File: src/rtl/mem_arb_pkg.sv
`default_nettype none
// ============================================================================
// Module      : mem_arb_pkg
// Description : Shared types and constants for the fetch/data memory arbiter.
// Revision    : 1.0 - initial release
// ============================================================================
package mem_arb_pkg;

    typedef enum logic [1:0] {
        IDLE   = 2'd0,
        GNT_IF = 2'd1,
        GNT_DM = 2'd2
    } arb_state_t;

    localparam logic [2:0] WIDTH_WORD   = 3'b010;
    localparam int         STARVE_CNT_W = 4;

endpackage : mem_arb_pkg
`default_nettype wire

File: src/rtl/mem_port_arbiter.sv
`default_nettype none
// ============================================================================
// Module      : mem_port_arbiter
// Description : Registered data-priority arbiter sharing one memory bus between
//               the fetch and data ports, with fetch starvation guard and flush.
// Revision    : 1.0 - initial release
// ============================================================================
module mem_port_arbiter #(
    parameter int STARVE_LIMIT = 4
) (
    input  logic        clk_i,
    input  logic        reset_i,

    input  logic        if_req_i,
    input  logic [31:0] if_addr_i,
    input  logic        flush_if_i,
    output logic [31:0] if_rdata_o,
    output logic        if_ready_o,

    input  logic        dm_req_i,
    input  logic        dm_we_i,
    input  logic [31:0] dm_addr_i,
    input  logic [31:0] dm_wdata_i,
    input  logic [2:0]  dm_width_i,
    output logic [31:0] dm_rdata_o,
    output logic        dm_ready_o,

    output logic        bus_req_o,
    output logic        bus_we_o,
    output logic [31:0] bus_addr_o,
    output logic [31:0] bus_wdata_o,
    output logic [2:0]  bus_width_o,
    input  logic        bus_ack_i,
    input  logic [31:0] bus_rdata_i
);

    import mem_arb_pkg::*;

    localparam logic [STARVE_CNT_W-1:0] c_starve_limit = STARVE_CNT_W'(STARVE_LIMIT);

    arb_state_t              r_state;
    arb_state_t              w_state_nxt;
    logic                    r_drop;
    logic [STARVE_CNT_W-1:0] r_starve_cnt;

    logic w_if_elig;
    logic w_dm_elig;
    logic w_starved;
    logic w_grant_if;
    logic w_grant_dm;
    logic w_if_done;
    logic w_if_deliver;
    logic w_dm_done;

    // State register
    always_ff @(posedge clk_i or negedge reset_i) begin
        if (!reset_i) begin
            r_state <= IDLE;
        end else begin
            r_state <= w_state_nxt;
        end
    end

    // Next-state logic
    always_comb begin
        w_state_nxt = r_state;
        case (r_state)
            IDLE: begin
                if (w_grant_if) begin
                    w_state_nxt = GNT_IF;
                end else if (w_grant_dm) begin
                    w_state_nxt = GNT_DM;
                end
            end
            GNT_IF, GNT_DM: begin
                if (bus_ack_i) begin
                    w_state_nxt = IDLE;
                end
            end
            default: w_state_nxt = IDLE;
        endcase
    end

    // Grant and completion decode; a port is masked during its own ready cycle
    always_comb begin
        w_if_elig    = if_req_i && !if_ready_o && !flush_if_i;
        w_dm_elig    = dm_req_i && !dm_ready_o;
        w_starved    = (r_starve_cnt == c_starve_limit);
        w_grant_if   = (r_state == IDLE) && w_if_elig && (!w_dm_elig || w_starved);
        w_grant_dm   = (r_state == IDLE) && w_dm_elig && !w_grant_if;
        w_if_done    = (r_state == GNT_IF) && bus_ack_i;
        w_if_deliver = w_if_done && !r_drop && !flush_if_i;
        w_dm_done    = (r_state == GNT_DM) && bus_ack_i;
    end

    // Bus attribute registers and response registers
    always_ff @(posedge clk_i or negedge reset_i) begin
        if (!reset_i) begin
            bus_req_o   <= 1'b0;
            bus_we_o    <= 1'b0;
            bus_addr_o  <= 32'd0;
            bus_wdata_o <= 32'd0;
            bus_width_o <= 3'd0;
            if_rdata_o  <= 32'd0;
            if_ready_o  <= 1'b0;
            dm_rdata_o  <= 32'd0;
            dm_ready_o  <= 1'b0;
        end else begin
            if_ready_o <= w_if_deliver;
            dm_ready_o <= w_dm_done;

            if (w_grant_if) begin
                bus_req_o   <= 1'b1;
                bus_we_o    <= 1'b0;
                bus_addr_o  <= if_addr_i;
                bus_wdata_o <= 32'd0;
                bus_width_o <= WIDTH_WORD;
            end else if (w_grant_dm) begin
                bus_req_o   <= 1'b1;
                bus_we_o    <= dm_we_i;
                bus_addr_o  <= dm_addr_i;
                bus_wdata_o <= dm_wdata_i;
                bus_width_o <= dm_width_i;
            end else if (w_if_done || w_dm_done) begin
                bus_req_o   <= 1'b0;
            end

            if (w_if_deliver) begin
                if_rdata_o <= bus_rdata_i;
            end
            if (w_dm_done) begin
                dm_rdata_o <= bus_rdata_i;
            end
        end
    end

    // Flush bookkeeping: a cancelled fetch still owns the bus until its ack
    always_ff @(posedge clk_i or negedge reset_i) begin
        if (!reset_i) begin
            r_drop <= 1'b0;
        end else if (w_if_done) begin
            r_drop <= 1'b0;
        end else if ((r_state == GNT_IF) && flush_if_i) begin
            r_drop <= 1'b1;
        end
    end

    always_ff @(posedge clk_i or negedge reset_i) begin
        if (!reset_i) begin
            r_starve_cnt <= '0;
        end else if (w_grant_if || ((w_grant_dm) && !if_req_i)) begin
            r_starve_cnt <= '0;
        end else if (w_grant_dm && (r_starve_cnt != c_starve_limit)) begin
            r_starve_cnt <= r_starve_cnt + STARVE_CNT_W'(1);
        end
    end

endmodule : mem_port_arbiter
`default_nettype wire

File: config.mk
export PLATFORM = sky130hd
export DESIGN_NAME = mem_port_arbiter
export DESIGN_NICKNAME = d
export VERILOG_FILES = /design/src/rtl/mem_arb_pkg.sv /design/src/rtl/mem_port_arbiter.sv
export SDC_FILE = /design/constraint.sdc
export NUM_CORES = 1
export LEC_CHECK = 0
export CAP_MARGIN = 15
export CORE_MARGIN = 3
export CORE_UTILIZATION = 41
export CTS_CLUSTER_SIZE = 10
export DETAILED_ROUTE_END_ITERATION = 8
export PLACE_DENSITY = 0.8
export SYNTH_ARGS = -nofsm -noshare
export SYNTH_HDL_FRONTEND = slang
export SYNTH_SLANG_ARGS = --single-unit
File: constraint.sdc
create_clock -name clk_i -period 2.3 [get_ports clk_i]
set_input_delay 0.46 -clock clk_i [delete_from_list [all_inputs] [get_ports clk_i]]
set_output_delay 0.46 -clock clk_i [all_outputs]
set_load 0.02 [all_outputs]
Yosys cells after proc, flatten, opt, wreduce, memory -nomap -nowiden
Cells that the tools add are included.
{"block": "op_classes", "add_sub_neg": 1, "n_eq_ne": 6, "mux": 19, "reduce_logical": 31}
{"operator": "$mux W32", "n": 4}
{"operator": "$logic_and A1 B1 Y1", "n": 14}
{"operator": "$mux W4", "n": 2}
{"operator": "$logic_not A1 Y1", "n": 7}
{"operator": "$mux W1", "n": 7}
{"operator": "$mux W2", "n": 3}
{"operator": "$mux W3", "n": 2}
{"operator": "$reduce_bool A2 Y1", "n": 3}
{"operator": "$add A4 B1 Y4 const B", "n": 1}
{"operator": "$eq A4 B3 Y1 const B", "n": 1}
{"operator": "$ne A4 B3 Y1 const B", "n": 1}
{"operator": "$pmux W2 S2", "n": 1}
{"operator": "$logic_or A1 B1 Y1", "n": 3}
{"operator": "$ne A3 B3 Y1 const B", "n": 1}
{"operator": "$reduce_bool A3 Y1", "n": 1}
{"operator": "$eq A2 B1 Y1 const B", "n": 1}
{"operator": "$eq A2 B2 Y1 const B", "n": 1}
{"operator": "$logic_not A2 Y1", "n": 1}
{"operator": "$ne A2 B2 Y1 const B", "n": 1}
{"operator": "$reduce_and A2 Y1", "n": 1}
{"operator": "$reduce_or A2 Y1", "n": 1}
{"block": "word_totals", "reg_bits": 142, "inputBits": 138, "word_cells": 69}

Logic depth before layout (Yosys ltp)
Gate-level depths: netlist of the first run.
{"block": "depth", "depth_word": 10, "depth_mapped": 7}

Least setup slack after synthesis of the first run
No wires, ideal clock.
{"block": "synth_path", "path_type": "register to register", "from": "reg r_state[0]", "to": "reg bus_addr_o[23]", "setup_time_ps": 123, "t_arrival_ps": 1576, "t_required_ps": 2177, "path_slack_ps": 602, "path_stages_with_launch": 8, "path_cell_list": "dfrtp_1 -> inv_1 -> ha_1 -> and4bb_1 -> buf_6 -> clkbuf_8 -> or3_1 -> o221a_2"}
{"block": "synth_between", "elab_chain_cells": 6, "word_cells_on_any_way": 8}
{"item": "from (decl)", "line": "mem_port_arbiter.sv:41", "text": "arb_state_t r_state;"}
{"item": "from (signal assigned)", "line": "mem_port_arbiter.sv:60", "text": "r_state <= w_state_nxt;"}
{"item": "$logic_not A2 Y1 *", "line": "mem_port_arbiter.sv:89, mem_port_arbiter.sv:90"}
{"item": "$logic_and A1 B1 Y1 (2 in a row)", "line": "mem_port_arbiter.sv:89", "text": "w_grant_if = (r_state == IDLE) && w_if_elig && (!w_dm_elig || w_starved);"}
{"item": "$logic_not A1 Y1", "line": "mem_port_arbiter.sv:90", "text": "w_grant_dm = (r_state == IDLE) && w_dm_elig && !w_grant_if;"}
{"item": "$logic_and A1 B1 Y1", "line": "mem_port_arbiter.sv:90"}
{"item": "$reduce_bool A2 Y1 (no line)"}
{"item": "to (signal assigned)", "line": "mem_port_arbiter.sv:115", "text": "bus_addr_o <= if_addr_i;"}
{"item": "to (signal assigned)", "line": "mem_port_arbiter.sv:121", "text": "bus_addr_o <= dm_addr_i;"}
{"item": "to (decl)", "line": "mem_port_arbiter.sv:30", "text": "output logic [31:0] bus_addr_o,"}
Every way passes the cells marked *; elsewhere a longest branch is shown, timed or not.
A chain may end at the register's enable or synchronous reset.

Worst setup path in the final report of the first run
{"block": "layout_path", "from": "reg r_starve_cnt[0]", "to": "reg bus_addr_o[4]"}
{"block": "layout_between", "elab_chain_cells": 6, "word_cells_on_any_way": 7}
{"item": "from (decl)", "line": "mem_port_arbiter.sv:44", "text": "logic [STARVE_CNT_W-1:0] r_starve_cnt;"}
{"item": "from (signal assigned)", "line": "mem_port_arbiter.sv:154", "text": "r_starve_cnt <= r_starve_cnt + STARVE_CNT_W'(1);"}
{"item": "$eq A4 B3 Y1 *", "line": "mem_port_arbiter.sv:88", "text": "w_starved = (r_starve_cnt == c_starve_limit);"}
{"item": "$logic_or A1 B1 Y1 *", "line": "mem_port_arbiter.sv:89"}
{"item": "$logic_and A1 B1 Y1 *", "line": "mem_port_arbiter.sv:89"}
{"item": "$logic_not A1 Y1", "line": "mem_port_arbiter.sv:90"}
{"item": "$logic_and A1 B1 Y1", "line": "mem_port_arbiter.sv:90"}
{"item": "$reduce_bool A2 Y1 (no line)"}
Marks and branches as above.

==> results.sh, run 1 <==
export IMPL_ir_drop_v=0.000900
export IMPL_cts_tree="yes"
export IMPL_placed_cells=819
export IMPL_globalRouteTotalUtil_pct=21.3
export IMPL_synthArstFlopShare_pct=100
export IMPL_clkTransAtPathRegs_ns=0.06
export IMPL_ys_ff_latch=142
export IMPL_finalClockSkew_ns=0.00766
export IMPL_cts_inserted_buffers=17
export IMPL_synth_top_area_share_pct=61.9
export IMPL_antenna_found_initial=0
export IMPL_gp_congestion=0.802
export IMPL_finalMaxSlewViolations=0
export IMPL_synth_top_cell_by_area="dfrtp_1"
export IMPL_grt_pass1_wl_um=26400
export IMPL_syn_cell_area_sq_um=5740
export IMPL_synth_area_leaders="dfrtp_1, mux2_2, o221a_2, a22o_1, or3_1"
export IMPL_vias_per_cell=5.25
export IMPL_setup_violations=0
export IMPL_rsz0062_at_grt="no"
export IMPL_netlist_cell_type_count=37
export IMPL_htreeDepth=4
export IMPL_clock_sinks=142
export IMPL_endpoint_kind="flop"
export IMPL_ios=273
export IMPL_grt_pass1_vias=4861
export IMPL_vias=4470
export IMPL_drv_cap=0
export IMPL_fin_crit_sh_pct=92.6
export IMPL_overflow=0
export IMPL_die_y_um=124
export IMPL_critPathArrivalTime_ns=2.48
export IMPL_drive_gt1_share_pct=22.6
export IMPL_outcome="finished, final reports clean"
export IMPL_worstPathRequired_ns=2.65
export IMPL_leakagePower_nw=3.91
export IMPL_clockRootBuffer="clkbuf_16"
export IMPL_rows=42
export IMPL_synthCells=384
export IMPL_drc=0
export IMPL_path_class="flop to flop"
export IMPL_slew_headroom_pct=38.1
export IMPL_dieArea_sq_um=15500
export IMPL_antenna_left=0
export IMPL_hp_class="input port to async pin"
export IMPL_synth_main_ff_cell="dfrtp_1"
export IMPL_fmax_mhz=470
export IMPL_wl_um=16400
export IMPL_hold_viol=0
export IMPL_busiest_layer="met2"
export IMPL_min_period_ns=2.13
export IMPL_syn_num_nets=527
export IMPL_synth_most_common_cell="dfrtp_1"
export IMPL_syn_avg_cell_area_sq_um=14.9
export IMPL_yosys_warnings=0
export IMPL_use_met2_pct=34.8
export IMPL_nets=806
export IMPL_routedWlPerCell_um=19.2
export IMPL_die_x_um=124
export IMPL_area_delta_synth_final_pct=62.3
export IMPL_dp_final_hpwl_um=11600
export IMPL_clock_latency_ns=0.41
export IMPL_path_max_fanout=33
export IMPL_final_cells=852
export IMPL_critPathLaunchType="flop"
export IMPL_power_total_w=0.0137
export IMPL_fillCellCount=929
export IMPL_synth_edf_count=0
export IMPL_yosysSeqAreaShare_pct=61.9
export IMPL_powerDensity_nw_per_um2=1470
export IMPL_grt_max_degree=69
export IMPL_n_antenna_cell=0
export IMPL_core_sq_um=13500
export IMPL_met3_usage_pct=10.0
export IMPL_drt_first_pass_iters=4
export IMPL_cts_max_path_buffers=2
export IMPL_initial_core_util_pct=42.7
export IMPL_numPortBuffers=272
export IMPL_tightest_slew_ns=0.926
export IMPL_yosys_top_cells_count="dfrtp_1, mux2_2, a22o_1"
export IMPL_use_met1_pct=24.9
export IMPL_drtIter0Drc=324
-- worst max-delay path, cell delays in order (launching register included) --
cell,delay (ns)
dfrtp_1,0.40
inv_1,0.09
ha_1,0.23
and3b_1,0.28
o21ai_4,0.74
o221a_2,0.32
-- layout make-up --
type / instances / area [sq um] / area share (%)
Clock inverter: 13 / 185 / 1.99
Clock buffer: 19 / 453 / 4.86
Timing Repair Buffer: 286 / 2920 / 31.3
Sequential cell: 142 / 3550 / 38.1
Tap cell: 176 / 220 / 2.36
Inverter: 5 / 18.8 / 0.201
Multi-Input combinational cell: 211 / 1970 / 21.1
-- report_power, final --
part           switching (W)  internal [W]
registers           0.000641       0.00366
clock network        0.00106       0.00188
logic                0.00304       0.00344
-- placed cells by master (no fill, tap or decap), types with 2 or more instances in the layout --
master / count
clkbuf_16: 17
o22ai_1: 2
nand2_1: 6
nand4_1: 3
buf_4: 6
mux2_2: 64
and3b_1: 2
a22o_1: 35
clkinvlp_4: 2
nand3_1: 2
or3_1: 28
buf_12: 7
clkinv_2: 3
inv_6: 3
inv_1: 5
o221a_2: 31
clkdlybuf4s50_1: 271
o21ai_0: 5
a21oi_1: 6
nand3b_1: 2
dfrtp_1: 142
bufinv_16: 4
or3_2: 4
clkbuf_8: 2
ha_1: 5
-- timing repair --
item	4_1_cts	5_1_grt
gates resized for setup	0	1
setup endpoints to repair	0	20
hold endpoints to repair	12	0
buffers inserted	0	0
hold buffers	1	0
-- final timing paths --
path | from | to | slack [ns] | depth (start not counted)
max in group asynchronous | reset_i | bus_wdata_o[18]$_DFFE_PN0P_ | 1.29 | 3
min in group clk_i | bus_req_o$_DFFE_PN0P_ | bus_req_o$_DFFE_PN0P_ | 0.49 | 2
worst min-delay path | reset_i | dm_rdata_o[0]$_DFFE_PN0P_ | 0.42 | 2
worst max register to register | r_starve_cnt[0]$_DFFE_PN0P_ | bus_addr_o[4]$_DFFE_PN0P_ | 0.17 | 5
worst min register to register | bus_req_o$_DFFE_PN0P_ | bus_req_o$_DFFE_PN0P_ | 0.49 | 2
worst max-delay path | r_starve_cnt[0]$_DFFE_PN0P_ | bus_addr_o[4]$_DFFE_PN0P_ | 0.17 | 5
-- layer usage --
metal  wire length (um)  vias to the layer above  part of all wire (%)
li1                   -                     2036                     -
met1               6410                     2200                    39
met2               8030                      211                    49
met3               1640                       23                    10
met4                304                        0                   1.9
met5                  0                        -                     0
-- flip-flops by register name, indices dropped and copies added, names as in the netlist --
name          count
if_ready_o        1
bus_width_o       3
dm_ready_o        1
bus_we_o          1
if_rdata_o       32
bus_req_o         1
r_drop            1
r_state           2
r_starve_cnt      4
bus_wdata_o      32
dm_rdata_o       32
bus_addr_o       32
-- kinds of logic after synthesis --
family	count (synthesis)	share of synthesized area (%)
flops	142	61.9
compound gates	87	14.1
mux	64	12.6
simple gates	55	6.41
buf+inv	31	3.93
fa+ha+maj	5	1.09
-- stage by stage --
stage               cell area [sq um]  hold WS, ns  util (%)  setup WS (ns)  TNS (ns)
global placement                 8670        0.291      64.4         0.0260         0
global route                     9320        0.422      69.2         0.0108         0
detailed placement               8670        0.293      64.4        -0.0367    -0.836
finish                           9320        0.423      69.2          0.170         0
CTS                              9320        0.413      69.2          0.134         0
floorplan                        5740        0.164         -          0.602         0
Note: power is estimated with default switching activity, not from simulation.
==> inputs of run 2 (changes only) <==
--- a/config.mk
+++ b/config.mk
@@ -5,6 +5,7 @@
 export SDC_FILE = /design/constraint.sdc
 export NUM_CORES = 1
 export LEC_CHECK = 0
+export ABC_CLOCK_PERIOD_IN_PS = 2300
 export CAP_MARGIN = 15
 export CORE_MARGIN = 3
 export CORE_UTILIZATION = 41
==> results of run 2 <==
No change in the layout: final DEF, timing and power equal those of run 1.
==> inputs of run 3 (changes only) <==
--- a/config.mk
+++ b/config.mk
@@ -5,7 +5,7 @@
 export SDC_FILE = /design/constraint.sdc
 export NUM_CORES = 1
 export LEC_CHECK = 0
-export ABC_CLOCK_PERIOD_IN_PS = 2300
+export ABC_CLOCK_PERIOD_IN_PS = 2200
 export CAP_MARGIN = 15
 export CORE_MARGIN = 3
 export CORE_UTILIZATION = 41
==> constraint.sdc (replaced) <==
create_clock -name clk_i -period 2.2 [get_ports clk_i]
set_input_delay 0.44 -clock clk_i [delete_from_list [all_inputs] [get_ports clk_i]]
set_output_delay 0.44 -clock clk_i [all_outputs]
set_load 0.02 [all_outputs]
==> results.sh, run 3 (synthesis gave the netlist of run 1 again) <==
export IMPL_min_period_ns=2.08
export IMPL_clock_sinks=142
export IMPL_gp_congestion=0.805
export IMPL_crit_slowest_cell="and4bb_2"
export IMPL_area_delta_synth_final_pct=61.9
export IMPL_rows=42
export IMPL_ir_drop_v=0.000785
export IMPL_drtIter0Drc=225
export IMPL_slew_headroom_pct=62.3
export IMPL_die_x_um=124
export IMPL_grt_pass1_vias=4914
export IMPL_globalRouteTotalUtil_pct=21.7
export IMPL_placed_cells=819
export IMPL_endpoint_kind="flop"
export IMPL_leakagePower_nw=3.88
export IMPL_wl_um=17100
export IMPL_overflow=0
export IMPL_n_antenna_cell=0
export IMPL_die_y_um=124
export IMPL_critPathLaunchType="flop"
export IMPL_final_cells=852
export IMPL_rsz0062_at_grt="no"
export IMPL_ios=273
export IMPL_drive_gt1_share_pct=22.6
export IMPL_cts_inserted_buffers=17
export IMPL_clockRootBuffer="clkbuf_16"
export IMPL_cts_tree="yes"
export IMPL_routedWlPerCell_um=20.0
export IMPL_finalClockSkew_ns=0.00888
export IMPL_holdWs_ns=0.477
export IMPL_crit_chain="inv_1 > ha_1 > and4bb_2 > buf_4 > nor2_4 > buf_12 > a22o_1"
export IMPL_drt_first_pass_iters=4
export IMPL_antenna_found_initial=0
export IMPL_worstPathRequired_ns=2.49
export IMPL_setup_violations=0
export IMPL_nets=808
export IMPL_slowest_delay_ns=0.52
export IMPL_grt_max_degree=54
export IMPL_hp_class="flop to flop"
export IMPL_design_area_sq_um=9290
export IMPL_antenna_left=0
export IMPL_dp_final_hpwl_um=11700
export IMPL_outcome="finished, final reports clean"
export IMPL_fin_crit_sh_pct=94.6
export IMPL_numPortBuffers=272
export IMPL_finalMaxSlewViolations=0
export IMPL_drc=0
export IMPL_grt_pass1_wl_um=26900
export IMPL_post_cts_buffers=0
export IMPL_power_total_w=0.0141
export IMPL_path_class="flop to flop"
export IMPL_clock_latency_ns=0.41
export IMPL_initial_core_util_pct=42.7
export IMPL_fmax_mhz=480
export IMPL_dieArea_sq_um=15500
export IMPL_drv_cap=0
export IMPL_hold_viol=0
export IMPL_vias=4526
export IMPL_place_area_sq_um=8670
export IMPL_mostFrequentLayoutCells="clkdlybuf4s50_1, dfrtp_1, mux2_2"
export IMPL_vias_per_cell=5.31
export IMPL_final_common_cell="clkdlybuf4s50_1"
export IMPL_clkTransAtPathRegs_ns=0.05
export IMPL_core_sq_um=13500
export IMPL_tightest_slew_ns=0.564
export IMPL_cts_max_path_buffers=2
export IMPL_powerDensity_nw_per_um2=1520
export IMPL_htreeDepth=4
export IMPL_critPathArrivalTime_ns=2.37
export IMPL_rrSetupSlack_ns=0.12
export IMPL_path_max_fanout=36
run 3: cell types whose count changed in the layout (fill, tap and decap cells not counted), sizes merged:
cell,previous run,this run
bufinv,4,2
a21oi,7,8
clkbuf,19,20
clkinv,4,5
o21ai,7,8
inv,8,5
clkinvlp,2,3
run 3: per-layer routing:
| layer | GRT usage [%] | part of all wire [%] | vias up | wire length [um] |
|---|---|---|---|---|
| met5 | 0 | 0 | - | 0 |
| met4 | 8.64 | 2.9 | 0 | 494 |
| met3 | 9.61 | 9.0 | 35 | 1530 |
| met2 | 34.6 | 49 | 217 | 8300 |
| met1 | 25.8 | 40 | 2235 | 6740 |
| li1 | - | - | 2039 | - |
run 3: timing repair:
action,4_1_cts,5_1_grt
gates resized for setup,0,3
hold endpoints to repair,45,0
hold buffers,1,0
endpoints found under the setup margin,0,68
run 3: final cells by class:
cell class	count	area (sq um)
clock buffer	20	467
clock inverter	10	115
fill	984	4160
inverter	5	18.8
multi-input combinational	213	2000
sequential	142	3550
tap	176	220
timing repair buffer	286	2920
run 3: stage by stage:
step / utilization [%] / setup WS, ns / setup TNS (ns)
floorplan: - / 0.502 / 0
global placement: 64.4 / -0.0550 / -1.89
detailed placement: 64.4 / -0.133 / -5.60
CTS: 68.8 / 0.00905 / 0
global route: 69.1 / 0.0251 / 0
finish: 69.1 / 0.118 / 0
run 3: path summary, 6_finish.rpt:
check,start,end,cells past startpoint
worst max-delay path,r_state[1]$_DFFE_PN0P_,bus_wdata_o[4]$_DFFE_PN0P_,7
worst min-delay path,bus_req_o$_DFFE_PN0P_,bus_req_o$_DFFE_PN0P_,2
worst max register to register,r_state[1]$_DFFE_PN0P_,bus_wdata_o[4]$_DFFE_PN0P_,7
worst min register to register,bus_req_o$_DFFE_PN0P_,bus_req_o$_DFFE_PN0P_,2
max in group asynchronous,reset_i,if_rdata_o[16]$_DFFE_PN0P_,3
min in group asynchronous,reset_i,dm_rdata_o[0]$_DFFE_PN0P_,2
run 3: worst max-delay path: cells and delay by family (launching register included):
family          cells  cell delay, ns
flops               1            0.39
simple gates        2            0.56
compound gates      1            0.25
buf+inv             3            0.46
fa+ha+maj           1            0.29
run 3: power breakdown:
group | internal (W) | switching [W]
sequential | 0.00382 | 0.000681
combinational | 0.00360 | 0.00324
clock | 0.00174 | 0.00105
